<file path="src/rtl/fetch_pkg.sv">
// fetch_pkg: shared types for the IF stage.
// Request states, queue entry layout and PC helper.
package fetch_pkg;

  localparam logic [31:0] FETCH_RESET_PC = 32'h0000_3000;
  localparam int          FETCH_DEPTH    = 2;

  typedef enum logic [1:0] {
    FS_IDLE   = 2'd0,
    FS_WAIT   = 2'd1,
    FS_SQUASH = 2'd2
  } fetch_state_e;

  typedef struct packed {
    logic [31:0] pc;
    logic [31:0] instr;
  } fetch_entry_t;

  function automatic logic [31:0] pc_next(
    input logic [31:0] pc
  );
    return pc + 32'd4;
  endfunction

endpackage

</file>
<file path="src/rtl/fetch_queue.sv">
// fetch_queue: small circular FIFO of fetched words.
// Flush drops every entry, including a same-cycle push.
module fetch_queue
  import fetch_pkg::*;
#(
  parameter  int DEPTH = FETCH_DEPTH,
  localparam int CW    = $clog2(DEPTH + 1),
  localparam int PW    = (DEPTH > 1) ? $clog2(DEPTH) : 1
) (
  input  logic          clk,
  input  logic          reset,
  input  logic          push,
  input  fetch_entry_t  push_entry,
  input  logic          pop,
  input  logic          flush,
  output logic [CW-1:0] count,
  output fetch_entry_t  head
);

  fetch_entry_t  mem_q [DEPTH];
  fetch_entry_t  mem_d [DEPTH];
  logic [PW-1:0] rd_ptr_q, rd_ptr_d;
  logic [PW-1:0] wr_ptr_q, wr_ptr_d;
  logic [CW-1:0] count_q, count_d;
  logic          do_push, do_pop;

  function automatic logic [PW-1:0] ptr_inc(
    input logic [PW-1:0] p
  );
    return (p == PW'(DEPTH - 1)) ? '0 : p + 1'b1;
  endfunction

  // qualify push/pop against occupancy
  always_comb begin
    do_pop  = pop && (count_q != '0);
    do_push = push &&
              ((count_q < CW'(DEPTH)) || do_pop);
  end

  // next pointers, count and storage
  always_comb begin
    rd_ptr_d = rd_ptr_q;
    wr_ptr_d = wr_ptr_q;
    count_d  = count_q;
    mem_d    = mem_q;
    if (flush) begin
      rd_ptr_d = '0;
      wr_ptr_d = '0;
      count_d  = '0;
    end else begin
      if (do_push) begin
        mem_d[wr_ptr_q] = push_entry;
        wr_ptr_d        = ptr_inc(wr_ptr_q);
      end
      if (do_pop) begin
        rd_ptr_d = ptr_inc(rd_ptr_q);
      end
      unique case ({do_push, do_pop})
        2'b10:   count_d = count_q + 1'b1;
        2'b01:   count_d = count_q - 1'b1;
        default: count_d = count_q;
      endcase
    end
  end

  // queue state registers
  always_ff @(posedge clk or negedge reset) begin
    if (!reset) begin
      rd_ptr_q <= '0;
      wr_ptr_q <= '0;
      count_q  <= '0;
      for (int i = 0; i < DEPTH; i++) begin
        mem_q[i] <= '0;
      end
    end else begin
      rd_ptr_q <= rd_ptr_d;
      wr_ptr_q <= wr_ptr_d;
      count_q  <= count_d;
      mem_q    <= mem_d;
    end
  end

  assign count = count_q;
  assign head  = mem_q[rd_ptr_q];

endmodule

</file>
<file path="src/rtl/fetch_stage.sv">
// fetch_stage: IF front end, PC owner and imem requester.
// Handles redirects with one delay slot and squashes wrong path.
module fetch_stage
  import fetch_pkg::*;
#(
  parameter logic [31:0] RESET_PC = FETCH_RESET_PC,
  parameter int          DEPTH    = FETCH_DEPTH
) (
  input  logic        clk,
  input  logic        reset,
  input  logic        redirect_valid,
  input  logic [31:0] redirect_pc,
  input  logic        id_stall,
  output logic        im_req,
  output logic [31:0] im_addr,
  input  logic        im_ack,
  input  logic [31:0] im_rdata,
  output logic        if_valid,
  output logic [31:0] if_instr,
  output logic [31:0] if_pc
);

  localparam int CW = $clog2(DEPTH + 1);

  fetch_state_e  state_q, state_d;
  logic          im_req_q, im_req_d;
  logic [31:0]   im_addr_q, im_addr_d;
  logic [31:0]   fetch_pc_q, fetch_pc_d;
  logic          pend_vld_q, pend_vld_d;
  logic [31:0]   pend_pc_q, pend_pc_d;

  logic [CW-1:0] q_count;
  fetch_entry_t  q_head;
  fetch_entry_t  q_in;
  logic          head_vld;
  logic          ack, redir, pop, push;
  logic          case_a, case_b, case_c;
  logic          may_issue, issue, squash;
  logic [CW:0]   cnt_next;
  logic [31:0]   base_pc;
  logic          pend_v_eff;
  logic [31:0]   pend_pc_eff;

  // classify this cycle's events
  always_comb begin
    head_vld = q_count != '0;
    ack      = im_ack && (state_q != FS_IDLE);
    redir    = redirect_valid && !id_stall;
    pop      = head_vld && !id_stall;
    case_a   = redir && head_vld;
    case_b   = redir && !head_vld &&
               (state_q == FS_WAIT);
    case_c   = redir && !head_vld &&
               (state_q != FS_WAIT);
    push     = ack && (state_q == FS_WAIT) &&
               !case_a;
    q_in     = '{pc: im_addr_q, instr: im_rdata};
    cnt_next = case_a ? '0 :
               {1'b0, q_count} +
               {{CW{1'b0}}, push} -
               {{CW{1'b0}}, pop};
    may_issue = (state_q == FS_IDLE) || ack;
    issue     = may_issue &&
                (cnt_next < (CW+1)'(DEPTH));
    squash    = case_a && !may_issue;
  end

  // request FSM next state
  always_comb begin
    state_d = state_q;
    unique case (1'b1)
      may_issue: state_d = issue ? FS_WAIT
                                 : FS_IDLE;
      squash:    state_d = FS_SQUASH;
      default:   state_d = state_q;
    endcase
  end

  // request outputs, fetch PC and pending target
  always_comb begin
    base_pc     = (case_a || case_b) ? redirect_pc
                                     : fetch_pc_q;
    pend_v_eff  = case_c ? 1'b1 :
                  (case_a || case_b) ? 1'b0 :
                  pend_vld_q;
    pend_pc_eff = case_c ? redirect_pc : pend_pc_q;
    im_req_d    = im_req_q;
    im_addr_d   = im_addr_q;
    fetch_pc_d  = base_pc;
    pend_vld_d  = pend_v_eff;
    pend_pc_d   = pend_pc_eff;
    if (may_issue) begin
      im_req_d = issue;
      if (issue) begin
        im_addr_d  = base_pc;
        fetch_pc_d = pend_v_eff ? pend_pc_eff
                                : pc_next(base_pc);
        pend_vld_d = 1'b0;
      end
    end
  end

  // state and request registers
  always_ff @(posedge clk or negedge reset) begin
    if (!reset) begin
      state_q    <= FS_IDLE;
      im_req_q   <= 1'b0;
      im_addr_q  <= RESET_PC;
      fetch_pc_q <= RESET_PC;
      pend_vld_q <= 1'b0;
      pend_pc_q  <= '0;
    end else begin
      state_q    <= state_d;
      im_req_q   <= im_req_d;
      im_addr_q  <= im_addr_d;
      fetch_pc_q <= fetch_pc_d;
      pend_vld_q <= pend_vld_d;
      pend_pc_q  <= pend_pc_d;
    end
  end

  fetch_queue #(
    .DEPTH (DEPTH)
  ) u_queue (
    .clk        (clk),
    .reset      (reset),
    .push       (push),
    .push_entry (q_in),
    .pop        (pop),
    .flush      (case_a),
    .count      (q_count),
    .head       (q_head)
  );

  // present queue head to ID, zero when empty
  always_comb begin
    im_req   = im_req_q;
    im_addr  = im_addr_q;
    if_valid = head_vld;
    if_instr = head_vld ? q_head.instr : '0;
    if_pc    = head_vld ? q_head.pc    : '0;
  end

endmodule

</file>
<file path="config.mk">
export PLATFORM = sky130hd
export DESIGN_NAME = fetch_stage
export DESIGN_NICKNAME = d
export VERILOG_FILES = /design/src/rtl/fetch_pkg.sv /design/src/rtl/fetch_queue.sv /design/src/rtl/fetch_stage.sv
export SDC_FILE = /design/constraint.sdc
export NUM_CORES = 1
export LEC_CHECK = 0
export ABC_CLOCK_PERIOD_IN_PS = 8000
export BUFFER_PORTS_ARGS = -buffer_cell sky130_fd_sc_hd__buf_2
export CAP_MARGIN = 20
export CORE_ASPECT_RATIO = 0.6
export CORE_MARGIN = 2
export CORE_UTILIZATION = 30
export CTS_CLUSTER_SIZE = 24
export DETAILED_ROUTE_END_ITERATION = 16
export PLACE_DENSITY = 0.52
export SETUP_SLACK_MARGIN = 0.02
export SYNTH_ARGS = -nofsm -noshare
export SYNTH_HDL_FRONTEND = slang
export SYNTH_SLANG_ARGS = --single-unit
</file>
<file path="constraint.sdc">
create_clock -name clk -period 8 [get_ports clk]
set_input_delay 2.4 -clock clk [delete_from_list [all_inputs] [get_ports clk]]
set_output_delay 2.4 -clock clk [all_outputs]
set_load 0.01 [all_outputs]
</file>
==> impl_metrics.yaml, run 1 <==
status:
  outcome: "complete, no violations"
sta:
  drv_slew: 0
  min_period_ps: 5350
  min_period_over_period_pct: 66.8
  worstMarginPinSlew_ps: 1040
  setup_tns_ps: 0
  rsz0062_at_grt: "no"
  max_freq_mhz: 187
  hold_viol_final: 0
  fin_skew_ps: 11.3
  finalSetupViolations: 0
  slew_headroom_pct: 30.6
floorplanning:
  die_y_um: 155
  die-area_um2: 39600
  ios: 167
  die_w_um: 256
  initial_core_util_pct: 30.3
  row_count: 55
  core_area_um2: 37600
logic_synthesis:
  synth_area_um2: 11400
  synth-seq-cells: 232
  synth_top_area_share_pct: 50.1
  yosys_warnings: 0
  async_flop_share_pct: 100
  synthFlopType: "dfrtp_1"
  synth.most_common_cell: "dfrtp_1"
  synth_commonest_cells: "dfrtp_1 (228), mux2_2 (149), nand2_1 (144)"
  synth_area_leader_cell: "dfrtp_1"
  synthCells: 1026
  yosysSeqAreaShare_pct: 51.0
  synth_cell_types: 63
  yosys-top-cells-area: "dfrtp_1 (50%), mux2_2 (15%), mux2i_1 (8.5%), nand2_1 (4.7%), nor2_1 (4.2%)"
  avgSynthCellArea_um2: 11.1
  synth_edf_count: 0
  syn-num-nets: 1098
job:
  cap_violations: 0
clock_tree:
  htree_levels: 1
  clk_pin_slew_ps: 60
  tritoncts: "built"
  hold_buffers: 0
  cts_buffers: 25
  cts_resized: 0
  clk-insertion-delay-late_ps: 540
  post-cts-setup-buffers: 0
  numClockSinks: 232
  cts_buffer_depth: 3
  cts-root-buf: "clkbuf_16"
global_routing:
  antenna_found_initial: 3
  grt.total_usage_pct: 15.6
  overflow: 0
  grt_pass1_wl_um: 49300
  grt_max_degree: 167
  grt_pass1_vias: 8173
critical_path:
  critPathLaunch: "id_stall"
  critPathCapture: "fetch_pc_q[10]"
  reg2reg_slack_ps: 3710
  cp_slowest_cell: "nand2_2"
  path_common_cell: "nor2_1"
  regToRegEndpoint: "fetch_pc_q[10]"
  crit_path_end_kind: "register"
  arrival_ps: 5780
  cpPeakStageDelay_ps: 760
  rr_startpoint: "u_queue.count[1]"
  worstRegToRegCells: 13
  required_ps: 8430
  cp-start-kind: "input pin"
  cp_max_fo: 50
  path_cells: "buf_2 > nand2b_4 > o211ai_2 > nor2_1 > fa_1 > xnor2_1 > o22ai_1 > nand2_2 > buf_4 > nor2_1 > mux2_2 > a221oi_1"
  path_class: "in2reg"
route:
  wire_per_inst_um: 18.4
  drcViolationCount: 0
  vias: 8260
  viasPerCell: 4.86
  routed_wirelength_um: 31200
  dr.pass1.iters: 7
  ant_nets: 0
  dr.first_iter.drc_count: 630
power_and_ir_drop:
  total_power_mw: 5.69
  powerDensity_nw_per_um2: 422
  leakage_nw: 6.39
  vdd_drop_max_mv: 0.229
placement:
  hpwl_um: 20500
  place.gp.congestion: 0.815
  io_buffers: 166
finish:
  area_delta_synth_final_pct: 18.4
  fin_nets: 1243
  layout-drive-gt1-share_pct: 33.6
min_path:
  hp-class: "reg2reg"
registers in the layout, indices dropped and copies added (netlist names), 2 cells and up:
signal	count
u_queue.mem_q	128
fetch_pc_q	32
im_addr	32
pend_pc_q	32
state_q	2
u_queue.count	2
how the worst min path moves through the flow:
stage | cells past startpoint | endpoint | startpoint | slack, ps
2_1_floorplan | 2 | pend_pc_q[3] | pend_pc_q[3] | 440
3_3_place_gp | 2 | pend_pc_q[1] | pend_pc_q[1] | 460
3_5_place_dp | 2 | pend_pc_q[5] | pend_pc_q[5] | 460
4_1_cts | 2 | pend_pc_q[5] | pend_pc_q[5] | 470
5_1_grt | 2 | pend_pc_q[18] | pend_pc_q[18] | 490
6_report | 2 | pend_pc_q[5] | pend_pc_q[5] | 470
kinds of logic (layout without fill, tap and decap cells):
group           after synthesis  in the layout  synth area share (%)
flops                       232            232                  51.0
simple gates                337            337                  12.7
compound gates              128            128                  8.29
xor+xnor                      1              1                0.0769
fa+ha+maj                     3              3                 0.395
other cells                   0              1                     0
mux                         253            253                  24.2
buf+inv                      72            230                  3.38
through the flow:
stage | cells | hold slack [ps] | cell area, um^2 | utilization [%] | setup WS (ps)
floorplan | 1026 | 440 | 11400 | - | 3040
detailed placement | 1657 | 460 | 12700 | 33.7 | 2120
CTS | 1697 | 475 | 13500 | 35.9 | 2680
finish | 1698 | 471 | 13500 | 35.9 | 2650
global placement | 1657 | 455 | 12700 | 33.7 | 2170
global route | 1697 | 491 | 13500 | 35.9 | 2280
cell usage in the layout (no fill, tap or decap), types with 8 or more instances in the layout:
| cell | instances |
|---|---|
| mux2i_1 | 97 |
| nand2_1 | 143 |
| clkbuf_16 | 25 |
| buf_4 | 12 |
| o21ai_0 | 33 |
| mux2_2 | 149 |
| nor2_1 | 128 |
| nor3_1 | 8 |
| nand3_1 | 14 |
| a21o_1 | 14 |
| buf_2 | 165 |
| nand4_1 | 14 |
| a21oi_1 | 21 |
| dfrtp_1 | 227 |
| a221oi_1 | 16 |
| inv_1 | 10 |
report_power, final:
part	switching [mW]	internal [mW]	total (mW)	leakage, nW
Clock	0.475	0.716	1.19	0.398
Sequential	0.337	1.71	2.04	2.90
Combinational	1.40	1.05	2.45	3.09
per-layer routing:
layer / up-vias / GRT usage, % / routed length, um
met4: 4 / 2.39 / 416
met1: 4104 / 24.4 / 16300
li1: 3906 / - / -
met3: 37 / 3.41 / 1780
met2: 209 / 22.3 / 12700
met5: - / 0 / 27
critical path, delay by kind of cell:
| family | cells | cell delay (ps) |
|---|---|---|
| AND/OR/NAND/NOR | 4 | 1200 |
| AO/OA/AOI/OAI | 3 | 740 |
| buffers and inverters | 2 | 570 |
| adder cells (fa/ha/maj) | 1 | 380 |
| multiplexers | 1 | 270 |
| XOR/XNOR | 1 | 160 |
final cells by class:
| cell class | count | area (um^2) |
|---|---|---|
| inverters | 11 | 41.3 |
| repair buffers | 179 | 951 |
| fillers | 3804 | 24100 |
| clock buffers | 33 | 676 |
| multi-input cells | 722 | 5220 |
| well taps | 513 | 642 |
| diodes | 1 | 2.50 |
| flip-flops and latches | 232 | 5810 |
| clock inverters | 7 | 139 |
Power figures use the tool's default switching activity.
==> inputs of run 2 (changes only) <==
- ABC_AREA: unset -> 1
- ABC_CLOCK_PERIOD_IN_PS: 8000 -> 5500
- clock period: 8 -> 5.5 ns (I/O delays scaled with it)
==> run 2 against run 1 <==
  * Non-clock buffer count up 4
  * Sequential share of layout area rose by 0.55 points
  * Highest routed layer is now met4
  * Count of clock-buffer cells in the layout is 2 lower
  * Register-to-register slack got worse by 1900 ps
  * Via count grew 19%
  * Total power is 42% higher
==> impl_metrics.yaml, run 2 <==
status:
  outcome: "complete, no violations"
logic_synthesis:
  avgSynthCellArea_um2: 7.78
  synth.most_common_cell: "nand2_1"
  synth_area_um2: 11300
  synth_cell_types: 38
  synth_area_leader_cell: "dfrtp_1"
  yosysSeqAreaShare_pct: 51.6
  synthCells: 1447
  syn-num-nets: 1519
  synth-seq-cells: 232
  synth_top_area_share_pct: 50.7
  synth_commonest_cells: "nand2_1 (505), dfrtp_1 (228), o21ai_0 (169)"
  yosys_warnings: 0
  async_flop_share_pct: 100
  synthFlopType: "dfrtp_1"
  synth_edf_count: 0
  yosys-top-cells-area: "dfrtp_1 (51%), nand2_1 (17%), o21ai_0 (7.5%), inv_1 (4.4%), a21oi_1 (3.6%)"
sta:
  min_period_over_period_pct: 76.1
  hold_viol_final: 0
  rsz0062_at_grt: "no"
  setup_tns_ps: 0
  fin_skew_ps: 19.8
  fin_hold_ws_ps: 467
  min_period_ps: 4190
  worstMarginPinSlew_ps: 980
  setup_slack_ps: 1310
  max_freq_mhz: 239
  slew_headroom_pct: 34.7
  drv_slew: 0
  finalSetupViolations: 0
clock_tree:
  clk_pin_slew_ps: 60
  clk-insertion-delay-late_ps: 540
  cts_resized: 0
  post-cts-setup-buffers: 0
  cts_buffers: 24
  htree_levels: 1
  numClockSinks: 232
  hold_buffers: 0
  cts_buffer_depth: 3
  cts-root-buf: "clkbuf_16"
  tritoncts: "built"
critical_path:
  cpPeakStageDelay_ps: 660
  rr_startpoint: "u_queue.count[1]"
  arrival_ps: 2540
  cp-start-kind: "register"
  crit_path_end_kind: "primary output"
  worstRegToRegCells: 14
  cp_slowest_cell: "buf_4"
  regToRegEndpoint: "fetch_pc_q[8]"
  cp_max_fo: 60
  reg2reg_slack_ps: 1790
  path_class: "reg2out"
  critPathLaunch: "u_queue.count[1]"
  path_cells: "nor2_4 > buf_4 > a21oi_1 > buf_2"
  required_ps: 3850
placement:
  place_area_um2: 12500
  place.gp.congestion: 0.880
  place_inst: 2054
  io_buffers: 166
  pre_cts_slack_ps: 798
  hpwl_um: 23900
finish:
  regMostFlops: "u_queue.mem_q"
  mostFrequentLayoutCell: "nand2_1"
  fin_nets: 1648
  regArea_um2: 5810
  design_area_um2: 13300
  multi_input_area_um2: 4550
  fill_cells: 3906
  finalNonFillerCells: 2095
  layout-drive-gt1-share_pct: 18.2
  num_antenna_cells: 0
  final_cell_mix: "nand2_1 (503), dfrtp_1 (227), o21ai_0 (169), buf_2 (165), inv_1 (131)"
  largest_reg_flops: 128
  area_delta_synth_final_pct: 18.2
route:
  drcViolationCount: 0
  vias: 9848
  routed_wirelength_um: 34500
  dr.pass1.iters: 5
  wire_per_inst_um: 16.5
  ant_nets: 0
  top_layer: "met4"
  dr.first_iter.drc_count: 802
  met2WireLength_um: 14200
  wl_met1_um: 17800
  viasPerCell: 4.70
  wl_met3_um: 2010
floorplanning:
  ios: 167
  die_w_um: 254
  initial_core_util_pct: 30.7
  core_area_um2: 36700
  row_count: 54
  die-area_um2: 39200
  die_y_um: 154
global_routing:
  grt_max_degree: 105
  overflow: 0
  grt_pass1_wl_um: 54900
  grt_pass1_vias: 9434
  antenna_found_initial: 0
  grt.total_usage_pct: 17.8
min_path:
  hp-class: "reg2reg"
  worstHoldPathCells: 2
  hold_start: "pend_pc_q[19]"
  hold_path_end: "pend_pc_q[19]"
job:
  cap_violations: 0
power_and_ir_drop:
  p_sw_mw: 3.48
  vdd_drop_max_mv: 0.259
  power_frac_seq_pct: 35.6
  p_sw_share_pct: 43.2
  power.clock.fraction_pct: 20.8
  p_int_mw: 4.59
  power_frac_comb_pct: 43.6
  leakage_nw: 6.58
  powerDensity_nw_per_um2: 607
==> run 2: worst max-delay path by stage <==
stage                    end  slack (ps)  depth (start not counted)
4_1_cts            if_pc[21]        1260                          4
6_report           if_pc[21]        1310                          4
5_1_grt        fetch_pc_q[8]        1080                         14
3_5_place_dp   fetch_pc_q[8]         800                         14
2_1_floorplan  fetch_pc_q[9]        1630                         14
3_3_place_gp   fetch_pc_q[8]         770                         14
==> run 2: routing by layer <==
| layer | vias up | GRT usage, % |
|---|---|---|
| li1 | 4860 | - |
| met1 | 4699 | 28.0 |
| met3 | 29 | 2.96 |
| met2 | 260 | 25.6 |
| met4 | 0 | 2.80 |
| met5 | - | 0 |
==> run 2: cell type report <==
cell class,count,share of cell area [%]
clock buffer,31,4.93
clock inverter,10,1.06
inverter,140,3.95
multi-input combinational,995,34.2
sequential,232,43.7
tap,504,4.74
timing repair buffer,183,7.46
==> run 2: logic make-up (layout without fill, tap and decap cells) <==
logic type | Yosys count | after routing | share of synthesized area (%)
compound gates | 301 | 301 | 14.0
xor+xnor | 4 | 4 | 0.311
fa+ha+maj | 3 | 3 | 0.400
buf+inv | 220 | 364 | 8.08
flops | 232 | 232 | 51.6
simple gates | 687 | 687 | 25.6
==> run 2: critical path: cells and delay by family, from the launching register on <==
family	cells	cell delay [ps]
AO/OA/AOI/OAI	1	240
buffers and inverters	2	870
flip-flops	1	460
AND/OR/NAND/NOR	1	370
==> run 2: through the flow <==
stage | power, mW | util (%)
global placement | 6.40 | 34.1
detailed placement | 6.46 | 34.1
finish | 8.07 | 36.3
CTS | 8.18 | 36.3
global route | 8.81 | 36.3
floorplan | 5.20 | -
==> run 2: power by group through the flow <==
stage	clock network, mW	registers, mW	logic, mW
6_report	1.68	2.87	3.52
5_1_grt	1.81	2.96	4.04
4_1_cts	1.74	2.88	3.57
3_5_place_dp	0	2.90	3.56
3_3_place_gp	0	2.89	3.51
2_1_floorplan	0	2.82	2.38
